===== src/rtl/arbiter_pkg.sv =====
// Shared definitions for the memory arbiter.
// Holds the 2-bit arbiter state encoding and the port-index constants that
// identify which requester (instruction or data cache) owns the memory.
package arbiter_pkg;

  typedef enum logic [1:0] {
    IDLE       = 2'd0,
    GRANT_INST = 2'd1,
    GRANT_DATA = 2'd2,
    RELEASE    = 2'd3
  } state_t;

  localparam logic PORT_INST = 1'b0;
  localparam logic PORT_DATA = 1'b1;

endpackage


===== src/rtl/arbiter_pick.sv =====
// Combinational winner selection for the memory arbiter.
// Ports:
//   inst_req      instruction port has a pending request
//   data_req      data port has a pending request
//   starve_count  consecutive data grants taken while the instruction port waited
//   grant_valid   at least one request is pending
//   grant_port    winning port (PORT_INST or PORT_DATA), meaningful when grant_valid
module arbiter_pick
  import arbiter_pkg::*;
#(
  parameter int STARVE_LIMIT = 3,
  parameter int CW           = 3
) (
  input  logic          inst_req,
  input  logic          data_req,
  input  logic [CW-1:0] starve_count,
  output logic          grant_valid,
  output logic          grant_port
);

  // Data port wins by default; a starved instruction port overrides it.
  always_comb begin
    grant_valid = inst_req | data_req;
    if (inst_req && (starve_count == CW'(STARVE_LIMIT))) begin
      grant_port = PORT_INST;
    end else if (data_req) begin
      grant_port = PORT_DATA;
    end else begin
      grant_port = PORT_INST;
    end
  end

endmodule


===== src/rtl/memory_arbiter.sv =====
// Two-port arbiter sharing one memory between an instruction cache and a
// data cache.
// Ports:
//   clk, reset                          rising-edge clock, async active-high reset
//   instAddress/instReadEnable          instruction-cache request
//   instDataIn/instReady                read data and done pulse to the instruction cache
//   dataAddress/dataDataOut             data-cache address and write data
//   dataReadEnable/dataWriteEnable      data-cache request
//   dataDataIn/dataReady                read data and done pulse to the data cache
//   memoryAddress/memoryDataOut         shared memory address and write data
//   memoryReadEnable/memoryWriteEnable  shared memory strobes
//   memoryDataIn/memoryReady            shared memory read data and completion pulse
module memory_arbiter
  import arbiter_pkg::*;
#(
  parameter int STARVE_LIMIT = 3
) (
  input  logic        clk,
  input  logic        reset,
  input  logic [31:0] instAddress,
  input  logic        instReadEnable,
  output logic [31:0] instDataIn,
  output logic        instReady,
  input  logic [31:0] dataAddress,
  input  logic [31:0] dataDataOut,
  input  logic        dataReadEnable,
  input  logic        dataWriteEnable,
  output logic [31:0] dataDataIn,
  output logic        dataReady,
  output logic [31:0] memoryAddress,
  output logic [31:0] memoryDataOut,
  output logic        memoryReadEnable,
  output logic        memoryWriteEnable,
  input  logic [31:0] memoryDataIn,
  input  logic        memoryReady
);

  // Wide enough to hold STARVE_LIMIT, never zero bits.
  localparam int CW = $clog2(STARVE_LIMIT + 2);

  state_t        state;
  logic [CW-1:0] starve_count;
  logic          armed;
  logic          inst_req;
  logic          data_req;
  logic          grant_valid;
  logic          grant_port;

  assign inst_req = instReadEnable;
  assign data_req = dataReadEnable | dataWriteEnable;

  arbiter_pick #(
    .STARVE_LIMIT(STARVE_LIMIT),
    .CW          (CW)
  ) u_pick (
    .inst_req    (inst_req),
    .data_req    (data_req),
    .starve_count(starve_count),
    .grant_valid (grant_valid),
    .grant_port  (grant_port)
  );

  // Arbiter state, starvation counter and post-reset arming flag.
  // 'armed' holds off arbitration for the first edge after reset so the
  // earliest grant lands on the second rising edge.
  always_ff @(posedge clk or posedge reset) begin
    if (reset) begin
      state        <= IDLE;
      starve_count <= '0;
      armed        <= 1'b0;
    end else begin
      armed <= 1'b1;
      case (state)
        IDLE: begin
          if (armed && grant_valid) begin
            if (grant_port == PORT_INST) begin
              state        <= GRANT_INST;
              starve_count <= '0;
            end else begin
              state <= GRANT_DATA;
              if (inst_req && (starve_count != CW'(STARVE_LIMIT))) begin
                starve_count <= starve_count + CW'(1);
              end
            end
          end
        end
        // Leave on completion, or on abandon when the port drops its enables.
        GRANT_INST: if (!inst_req || memoryReady) state <= RELEASE;
        GRANT_DATA: if (!data_req || memoryReady) state <= RELEASE;
        RELEASE:    state <= IDLE;
        default:    state <= IDLE;
      endcase
    end
  end

  // Memory-side mux and port ready pulses, driven only while granted.
  // Ready is gated by the port's enables so an abandoning cycle never pulses.
  always_comb begin
    memoryAddress     = 32'd0;
    memoryDataOut     = 32'd0;
    memoryReadEnable  = 1'b0;
    memoryWriteEnable = 1'b0;
    instReady         = 1'b0;
    dataReady         = 1'b0;
    case (state)
      GRANT_INST: begin
        memoryAddress    = instAddress;
        memoryReadEnable = instReadEnable;
        instReady        = memoryReady & inst_req;
      end
      GRANT_DATA: begin
        memoryAddress     = dataAddress;
        memoryDataOut     = dataDataOut;
        memoryReadEnable  = dataReadEnable;
        memoryWriteEnable = dataWriteEnable & ~dataReadEnable;
        dataReady         = memoryReady & data_req;
      end
      default: begin
        memoryAddress = 32'd0;
      end
    endcase
  end

  assign instDataIn = memoryDataIn;
  assign dataDataIn = memoryDataIn;

endmodule


===== config.mk =====
export PLATFORM = sky130hd
export DESIGN_NAME = memory_arbiter
export DESIGN_NICKNAME = d
export VERILOG_FILES = /design/src/rtl/arbiter_pkg.sv /design/src/rtl/arbiter_pick.sv /design/src/rtl/memory_arbiter.sv
export SDC_FILE = /design/constraint.sdc
export NUM_CORES = 1
export LEC_CHECK = 0
export BUFFER_PORTS_ARGS = -buffer_cell sky130_fd_sc_hd__buf_2
export CAP_MARGIN = 25
export CORE_AREA = 2 2 103 105
export CTS_CLUSTER_DIAMETER = 40
export DETAILED_ROUTE_END_ITERATION = 8
export DIE_AREA = 0 0 105 107
export SLEW_MARGIN = 0
export SYNTH_ARGS = -nofsm -noshare
export SYNTH_HDL_FRONTEND = slang
export SYNTH_SLANG_ARGS = --single-unit

===== constraint.sdc =====
create_clock -name clk -period 1.9 [get_ports clk]
set_clock_uncertainty 0.1 [all_clocks]
set_input_delay 0.19 -clock clk [delete_from_list [all_inputs] [get_ports clk]]
set_output_delay 0.19 -clock clk [all_outputs]
set_load 0.02 [all_outputs]

==> impl_metrics.py <==
metrics = {
    "critical_path": {
        "path_cells": "buf_4, ha_1, buf_12, a22oi_1, nor2_1, buf_2",
        "startpoint": "state[0]",
        "cp_max_fo": 33,
        "worst_path_max_delay_cell": "dfrtp_1",
        "cp.required_ps": 1610,
        "cp_top_family": "buffers and inverters",
        "endpoint_kind": "output pin",
        "crit_arrival_ps": 1560,
        "crit_path_max_incr_delay_ps": 380,
        "worst-path-buf-inv": 3,
        "setup.worst_path.class": "reg -> out",
        "worstSetupStartpointType": "register",
        "regToRegStartpoint": "state[1]",
    },
    "route": {
        "routed_wl_um": 6320,
        "vias": 1845,
        "drc": 0,
        "vias_per_cell": 4.01,
        "drt_iter0_markers": 61,
        "post_drt_wl_per_cell_um": 13.7,
        "ant_nets": 0,
        "first_pass_iters": 3,
    },
    "clock_tree": {
        "clk_latency_ps": 220,
        "htreeDepth": 1,
        "clock_sink_count": 6,
        "cts_tree": "done",
        "cts_buffers": 3,
        "clockBufferDepth": 2,
        "clkSlewWorstSetupHoldPaths_ps": 30,
        "root_buffer": "clkbuf_8",
    },
    "floorplan": {
        "rows": 37,
        "initial_core_util": 0.152,
        "die_h_um": 107,
        "die_w_um": 105,
        "ios": 266,
        "die_area_um2": 11200,
        "coreArea_um2": 10100,
    },
    "placement": {
        "dp_slack_ps": 108,
        "io_buffers": 169,
        "place_area_um2": 2080,
        "place_inst": 452,
        "dp_hpwl_um": 4620,
        "gp_congestion": 0.718,
    },
    "min_path": {
        "min_from": "memoryDataIn[4]",
        "hold_class": "in -> out",
    },
    "grt": {
        "overflow": 0,
        "grt_start_max_net_pins": 36,
        "grt_use_total": 0.0950,
        "antenna_found_initial": 0,
        "grt_pass1_wl_um": 8550,
        "grt_pass1_vias": 1774,
    },
    "layout": {
        "final_cell_area_um2": 2260,
        "layout_commonest_cell": "buf_2",
        "final_util": 0.224,
        "areaGrowthSynthToFinish_pct": 48.0,
        "antenna_cells": 0,
        "layout_common_cells": "buf_2 (163), nor2_1 (32), and2_1 (32), a22oi_1 (26), buf_4 (9)",
        "drive_gt1_frac": 0.605,
        "nets": 467,
        "layoutNonFillerInstCount": 460,
    },
    "outcome": {
        "status": "completed",
    },
    "logic_synthesis": {
        "ys_warn_count": 0,
        "ys_seq_area_frac": 0.0981,
        "avgSynthCellArea_um2": 6.92,
        "netlist_area_um2": 1530,
        "ys_ff_latch": 6,
        "syn-num-nets": 362,
        "synth_cell_types": 24,
        "synth_cells": 221,
    },
    "power_and_ir_drop": {
        "power_mw": 3.72,
        "ir_drop_uv": 690,
        "leakagePower_nw": 1.28,
        "power.density_nw_per_um2": 1640,
    },
    "sta": {
        "tns_ps": 0,
        "finalSetupViolCount": 0,
        "setup_slack_ps": 52.2,
        "timing.hold.ws_ps": 280,
        "hold_violations": 0,
        "layout_min_cycle_time_ps": 1850,
        "rsz0062_at_grt": "yes",
        "fmax_mhz": 541,
        "maxSlewViolCount": 0,
        "fin_crit_sh": 0.973,
    },
    "run": {
        "cap_viol_max_count": 0,
    },
}
[cell usage after synthesis, drive strengths merged]
library cell   n  area (um2)
clkinv         1        3.75
mux2           1        11.3
nor2          35         139
o22ai          1        6.26
nand2b         1        6.26
inv            7        26.3
a22oi         33         248
clkbuf        14        52.6
a2bb2oi        1        8.76
o21ai          5        25.0
and3b          1        10.0
a311oi         1        15.0
dfrtp          6         150
conb           1        3.75
ha             7        87.6
mux2i          1        10.0
nor3b          1        12.5
nand3          1        5.00
nand2          6        22.5
and3           1        6.26
buf           64         480
and2          32         200
[path summary, 6_finish.rpt]
kind,cells after the start,slack (ps),endpoint
max in group asynchronous,3,1170,state[0]
min in group asynchronous,3,330,starve_count[2]
max,6,50,memoryAddress[11]
min,0,280,dataDataIn[4]
max reg2reg,5,110,state[1]
min reg2reg,2,380,starve_count[2]
[logic make-up (layout without fill, tap and decap cells)]
| kind of cell | after synthesis | after routing | synth area share |
|---|---|---|---|
| buf+inv | 86 | 189 | 0.368 |
| simple gates | 78 | 78 | 0.262 |
| compound gates | 41 | 41 | 0.198 |
| fa+ha+maj | 7 | 7 | 0.0572 |
| flops | 6 | 6 | 0.0981 |
| mux | 2 | 2 | 0.0139 |
| other cells | 1 | 1 | 0.00245 |
[power by group]
part	internal [mW]	switching [mW]
Sequential	0.180	0.0339
Clock	0.136	0.0538
Combinational	1.31	2.01
Total	1.62	2.10
[sequential cells by signal, indices dropped and copies added, names as in the netlist]
name,cells
armed,1
starve_count,3
state,2
[final cells by class]
cell class              instances  area, um2
clock buffers                   3       41.3
inverters                       8       30.0
fillers                      1147       7830
repair buffers                178       1000
flip-flops and latches          6        150
well taps                     136        170
multi-input cells             129        870
[metal layers]
layer  global-route usage  vias to the layer above  routed length, um
met5                    0                        -                  0
met4               0.0562                        0                261
met3               0.0310                       25                677
met2                0.173                      125               3050
met1               0.0945                      821               2330
li1                     -                      874                  -
[worst reg2reg max path, cell delays in order, from the launching register on]
cell,delay [ps]
dfrtp_1,390
buf_4,160
ha_1,180
nor3b_2,160
a311oi_2,340
mux2_1,350
[timing repair]
| action | in CTS | in global routing |
|---|---|---|
| hold endpoints to repair | 6 | 0 |
| resized for setup | 1 | 18 |
| cloned | 0 | 2 |
| endpoints found under the setup margin | 1 | 46 |
| setup buffers | 0 | 2 |
| hold buffers | 1 | 0 |
Power figures use the tool's default switching activity.
